<file path="src/rtl/word_serializer16_pkg.sv">
// Shared types and constants for the 16-bit word serializer.
package word_serializer16_pkg;

  localparam int WORD_W = 16;
  localparam int CNT_W  = 5;

  localparam logic [CNT_W-1:0] LAST_CNT = CNT_W'(WORD_W - 1);

  typedef enum logic [1:0] {
    IDLE   = 2'd0,
    SHIFT  = 2'd1,
    PARITY = 2'd2
  } state_e;

endpackage

</file>
<file path="src/rtl/word_serializer16_if.sv">
// Word-in / bit-out bus for word_serializer16 (slave = serializer, master = environment).
interface word_serializer16_if;
  import word_serializer16_pkg::*;

  // A transfer on either side happens on a rising clk edge where valid and
  // ready are both high; a source holds valid and its payload until that edge.
  // in_ready may depend combinationally on ser_ready (zero-bubble next word).
  logic [WORD_W-1:0] in_data;
  logic              in_valid;
  logic              in_ready;
  logic              ser_bit;
  logic              ser_valid;
  logic              ser_ready;
  logic              ser_first;
  logic              ser_last;
  logic              busy;

  modport slave (
    input  in_data, in_valid, ser_ready,
    output in_ready, ser_bit, ser_valid, ser_first, ser_last, busy
  );

  modport master (
    output in_data, in_valid, ser_ready,
    input  in_ready, ser_bit, ser_valid, ser_first, ser_last, busy
  );

endinterface

</file>
<file path="src/rtl/word_serializer16.sv">
// Serializes one 16-bit word per input handshake into single-bit beats with first/last strobes.
// Define WORD_SERIALIZER16_PARITY_EN to append an even-parity beat to every word.
module word_serializer16
  import word_serializer16_pkg::*;
#(
  parameter bit MSB_FIRST = 1'b0
) (
  input  logic                clk,
  input  logic                rst,
  word_serializer16_if.slave  bus,
  output state_e              dbg_state_o
);

  state_e              state_q, state_d;
  logic [WORD_W-1:0]   shreg_q, shreg_d;
  logic [CNT_W-1:0]    cnt_q, cnt_d;
`ifdef WORD_SERIALIZER16_PARITY_EN
  logic                parity_q, parity_d;
`endif

  logic last_beat;
  logic beat_acc;
  logic in_ready_c;
  logic load;
  logic bit_c;

  always_comb begin
    state_d  = state_q;
    shreg_d  = shreg_q;
    cnt_d    = cnt_q;
`ifdef WORD_SERIALIZER16_PARITY_EN
    parity_d = parity_q;
    last_beat = (state_q == PARITY);
`else
    last_beat = (state_q == SHIFT) && (cnt_q == LAST_CNT);
`endif
    beat_acc   = (state_q != IDLE) && bus.ser_ready;
    in_ready_c = !rst && ((state_q == IDLE) || (last_beat && bus.ser_ready));
    load       = in_ready_c && bus.in_valid;

    case (state_q)
      IDLE: ;
      SHIFT: begin
        if (beat_acc) begin
          shreg_d = MSB_FIRST ? {shreg_q[WORD_W-2:0], 1'b0} : {1'b0, shreg_q[WORD_W-1:1]};
          cnt_d   = cnt_q + 1'b1;
          if (cnt_q == LAST_CNT) begin
`ifdef WORD_SERIALIZER16_PARITY_EN
            state_d = PARITY;
`else
            state_d = IDLE;
`endif
          end
        end
      end
`ifdef WORD_SERIALIZER16_PARITY_EN
      PARITY: begin
        if (beat_acc) state_d = IDLE;
      end
`endif
      default: state_d = IDLE;
    endcase

    // A load on the last accepted beat overrides the return to IDLE.
    if (load) begin
      shreg_d = bus.in_data;
      cnt_d   = '0;
      state_d = SHIFT;
`ifdef WORD_SERIALIZER16_PARITY_EN
      parity_d = ^bus.in_data;
`endif
    end
  end

  always_comb begin
    bit_c = 1'b0;
    case (state_q)
      SHIFT:   bit_c = MSB_FIRST ? shreg_q[WORD_W-1] : shreg_q[0];
`ifdef WORD_SERIALIZER16_PARITY_EN
      PARITY:  bit_c = parity_q;
`endif
      default: bit_c = 1'b0;
    endcase
  end

  always_ff @(posedge clk) begin
    if (rst) begin
      state_q  <= IDLE;
      shreg_q  <= '0;
      cnt_q    <= '0;
`ifdef WORD_SERIALIZER16_PARITY_EN
      parity_q <= 1'b0;
`endif
    end else begin
      state_q  <= state_d;
      shreg_q  <= shreg_d;
      cnt_q    <= cnt_d;
`ifdef WORD_SERIALIZER16_PARITY_EN
      parity_q <= parity_d;
`endif
    end
  end

  // Beat outputs are pure functions of registered state, so they hold during stalls.
  assign bus.in_ready  = in_ready_c;
  assign bus.ser_valid = (state_q != IDLE);
  assign bus.ser_bit   = bit_c;
  assign bus.ser_first = (state_q == SHIFT) && (cnt_q == '0);
  assign bus.ser_last  = last_beat;
  assign bus.busy      = (state_q != IDLE);
  assign dbg_state_o   = state_q;

endmodule

</file>
<file path="src/flat_wrapper.sv">
// flat-port wrapper written by rule: the top's interface ports become plain ports
module word_serializer16_flat import word_serializer16_pkg::*;
#(
  parameter bit MSB_FIRST = 1'b0
)
  (clk, rst, dbg_state_o, bus_in_data, bus_in_valid, bus_ser_ready, bus_in_ready, bus_ser_bit, bus_ser_valid, bus_ser_first, bus_ser_last, bus_busy);
  word_serializer16_if bus_i ();
  input  logic clk;
  input  logic rst;
  output state_e dbg_state_o;
  input wire logic [$bits(bus_i.in_data)-1:0] bus_in_data;
  input wire logic [$bits(bus_i.in_valid)-1:0] bus_in_valid;
  input wire logic [$bits(bus_i.ser_ready)-1:0] bus_ser_ready;
  output wire logic [$bits(bus_i.in_ready)-1:0] bus_in_ready;
  output wire logic [$bits(bus_i.ser_bit)-1:0] bus_ser_bit;
  output wire logic [$bits(bus_i.ser_valid)-1:0] bus_ser_valid;
  output wire logic [$bits(bus_i.ser_first)-1:0] bus_ser_first;
  output wire logic [$bits(bus_i.ser_last)-1:0] bus_ser_last;
  output wire logic [$bits(bus_i.busy)-1:0] bus_busy;
  assign bus_i.in_data = bus_in_data;
  assign bus_i.in_valid = bus_in_valid;
  assign bus_i.ser_ready = bus_ser_ready;
  assign bus_in_ready = bus_i.in_ready;
  assign bus_ser_bit = bus_i.ser_bit;
  assign bus_ser_valid = bus_i.ser_valid;
  assign bus_ser_first = bus_i.ser_first;
  assign bus_ser_last = bus_i.ser_last;
  assign bus_busy = bus_i.busy;
  word_serializer16 #(.MSB_FIRST(MSB_FIRST)) u_core (.clk(clk), .rst(rst), .bus(bus_i), .dbg_state_o(dbg_state_o));
endmodule
</file>
<file path="config.mk">
export PLATFORM = sky130hd
export DESIGN_NAME = word_serializer16_flat
export DESIGN_NICKNAME = d
export VERILOG_FILES = /design/src/rtl/word_serializer16_pkg.sv /design/src/rtl/word_serializer16_if.sv /design/src/rtl/word_serializer16.sv /design/src/flat_wrapper.sv
export SDC_FILE = /design/constraint.sdc
export NUM_CORES = 1
export LEC_CHECK = 0
export ABC_AREA = 1
export CAP_MARGIN = 25
export CORE_MARGIN = 4
export CORE_UTILIZATION = 45
export DETAILED_ROUTE_END_ITERATION = 8
export PLACE_DENSITY = 0.76
export SYNTH_ARGS = -nofsm -noshare
export SYNTH_HDL_FRONTEND = slang
export SYNTH_SLANG_ARGS = --single-unit
export TNS_END_PERCENT = 1
</file>
<file path="constraint.sdc">
create_clock -name clk -period 1.77 [get_ports clk]
set_input_delay 0.4425 -clock clk [delete_from_list [all_inputs] [get_ports clk]]
set_output_delay 0.4425 -clock clk [all_outputs]
set_load 0.03 [all_outputs]
</file>
==> impl_metrics.toml <==
[sta]
final-setup-viol-count = 12
report.final.slew_viol_count = 0
finalCriticalPeriod_ns = 1.95
clock_skew_ns = 0.00423
finalHoldViolCount = 0
worst_slack_ns = -0.185
layout_worst_path_cycle_share = 1.10
max_clock_freq_ghz = 0.512
grt_setup_unrepaired = "true"
worst_hold_margin_ns = 0.470

[power]
design_power_total_mw = 0.999
p_per_area_mw_per_mm2 = 599
worst_ir_drop_vdd_uv = 482
leakagePower_nw = 0.782

[synthesis]
syn-cell-area_sq_mm = 0.00127
post_synth_inst_count = 191
ys_warn_count = 0
syn_avg_cell_area_sq_um = 6.63
yosys_register_bits = 22
mappedNetlistNets = 214
synth-seq-area-share = 0.348
library_cells_used_by_synthesis = 23

[clock_tree]
root_buffer = "clkbuf_4"
clock_tree.htree_level_count = 1
tritoncts_num_sinks = 22
cts_hold_repair.buffers = 0
tritoncts = "done"
tritoncts.num_buffers = 3
clk_pin_slew_worst_paths_ns = 0.11
worstSkewPairLatency_ns = 0.30
maximum_count_of_clock_buffers_along_a_single_path = 2

[final_layout]
areaGrowthSynthToFinish_pct = 31.8
layout-drive-gt1-share = 0.188
fillerInstances = 240
commonest_non_fill_non_tap_cell_in_the_layout = "nand2_1"
most-common-layout-cells = "nand2_1, inv_1, dfxtp_1"
n_antenna_cell = 0
fin_nets = 249

[placed_design]
routabilityCongestion = 0.833
dp_worst_setup_slack_ns = -0.0833
portBuffers = 26
hpwl_um = 2080

[setup_path]
worstSetupEndpointType = "output pin"
crit_required_ns = 1.33
critical_path_endpoint = "bus_in_ready"
timing.rr.start = "u_core.cnt_q[0]"
crit_path_start = "u_core.cnt_q[0]"
arrival_ns = 1.51
worstSetupStartpointType = "flip-flop"
worst-r2r-setup-slack_ns = -0.04
worst_path_max_delay_cell = "dfxtp_2"
timing.rr.end = "u_core.shreg_q[7]"
critical_path_depth = 7
worst-path-buf-inv = 1
critical_path_class = "flip-flop to output pin"
critical_path_peak_fanout = 2
worstPathCellList = "ha_4, nand2_2, nor2_2, ha_2, nand2_4, a21oi_4, buf_6"
timing.critical_path.slowest_cell_delay_ns = 0.37
reg2reg_depth = 12
critPathTopFamily = "flip-flops"

[die]
std_cell_rows = 18
die_w_um = 61.0
top_level_ports = 28
die_h_um = 61.0
design.die.area_sq_mm = 0.00373
core_area_sq_mm = 0.00259
start_util = 0.489

[detailed_routing]
postRouteWirelength_um = 2950
dr_wl_met2_um = 1520
detail_route.wl_per_cell_um = 11.6
vias = 1279
met3_length_um = 170
drcViolationCount = 0
drt-met1-wl_um = 1220
post_drt_via_cell_ratio = 5.04
antenna_violating_nets_post_route = 0
dr.max_layer_used = "met4"
drc_violation_total_after_the_first_tritonroute_iteration = 76
dr.pass1.iters = 4

[global_routing]
grt_start_max_net_pins = 18
wire_length_of_the_first_global_routing_pass_um = 5160
antenna_found_initial = 0
grt_pass1_vias = 1176
gr-usage-all-layers = 0.184
total_overflow_reported_by_the_global_router = 0

[hold_path]
worst_hold_path_type = "flip-flop to flip-flop"

[status]
violations = "negative setup slack"
outcome = "complete, but fails checks"

[job]
timing.max_cap.violations = 0
==> worst min path at each step <==
stage / startpoint / endpoint / slack (ns) / cells past startpoint
final: u_core.shreg_q[0] / u_core.shreg_q[0] / 0.47 / 2
after global routing: u_core.shreg_q[6] / u_core.shreg_q[6] / 0.49 / 2
after CTS: u_core.shreg_q[6] / u_core.shreg_q[6] / 0.47 / 2
after detailed placement: u_core.shreg_q[6] / u_core.shreg_q[6] / 0.46 / 2
after global placement: u_core.shreg_q[14] / u_core.shreg_q[14] / 0.45 / 2
after floorplan: u_core.shreg_q[10] / u_core.shreg_q[10] / 0.44 / 2
==> cells in the mapped netlist <==
cell	instances	share of area
inv_2	2	0.0059
or2_0	1	0.0049
nand2_1	71	0.21
conb_1	1	0.0030
ha_1	3	0.030
nand4_1	16	0.079
nand3_2	1	0.0079
or2_2	1	0.0049
inv_1	24	0.071
buf_4	4	0.024
nor2_1	4	0.012
nand3_1	4	0.016
dlygate4sd1_1	1	0.0069
clkbuf_8	2	0.022
o21ai_0	1	0.0039
dfxtp_1	22	0.35
clkinv_1	1	0.0030
nor3_1	2	0.0079
xor2_1	1	0.0069
buf_6	3	0.027
a21oi_1	20	0.079
buf_2	2	0.0079
nand2_2	4	0.020
==> what timing repair did <==
action	4_1_cts	5_1_grt
gates resized for setup	15	9
endpoints found under the setup margin	10	24
setup buffers	4	2
pin swaps	5	4
==> power by group <==
part	leakage (nW)	switching, mW	internal (mW)
combinational	0.588	0.132	0.110
sequential	0.181	0.0149	0.521
clock	0.0138	0.142	0.0794
total	0.782	0.289	0.710
==> flip-flops by register name, summed over array words and instances, names as in the netlist <==
signal	flops
u_core.cnt_q	5
u_core.dbg_state_o	1
u_core.shreg_q	16
==> logic make-up (layout without fill, tap and decap cells) <==
kind of cell,Yosys count,count (layout),share of synthesized area
XOR/XNOR,1,1,0.00692
buffers and inverters,39,72,0.167
flip-flops,22,22,0.348
adder cells (fa/ha/maj),3,3,0.0296
AO/OA/AOI/OAI,21,21,0.0830
AND/OR/NAND/NOR,104,104,0.363
other,1,1,0.00296
==> cell type report <==
class	instances	area (sq um)	area share
Clock buffer	3	22.5	0.0135
Inverter	27	101	0.0607
Multi-Input combinational cell	130	673	0.403
Sequential cell	22	443	0.265
Tap cell	30	37.5	0.0225
Timing Repair Buffer	42	392	0.235
==> layer usage <==
metal	track usage	up-vias
li1	-	666
met1	0.233	566
met2	0.310	42
met3	0.0356	5
met4	0.0650	0
met5	0	-
==> tightest hold or removal path: stages, from the launching register on <==
cell and delay [ns]:
dfxtp_1 0.33, nand2_1 0.06, a21oi_1 0.05
==> per-stage QoR <==
stage	instances	TNS (ns)	instance area, sq um	util
after detailed placement	245	-1.10	1530	0.592
after global routing	254	-3.26	1670	0.644
after CTS	252	-0.431	1620	0.626
final	254	-0.450	1670	0.644
after global placement	245	-0.251	1530	0.592
after floorplan	191	-0.165	1270	-
Power figures use the tool's default switching activity.
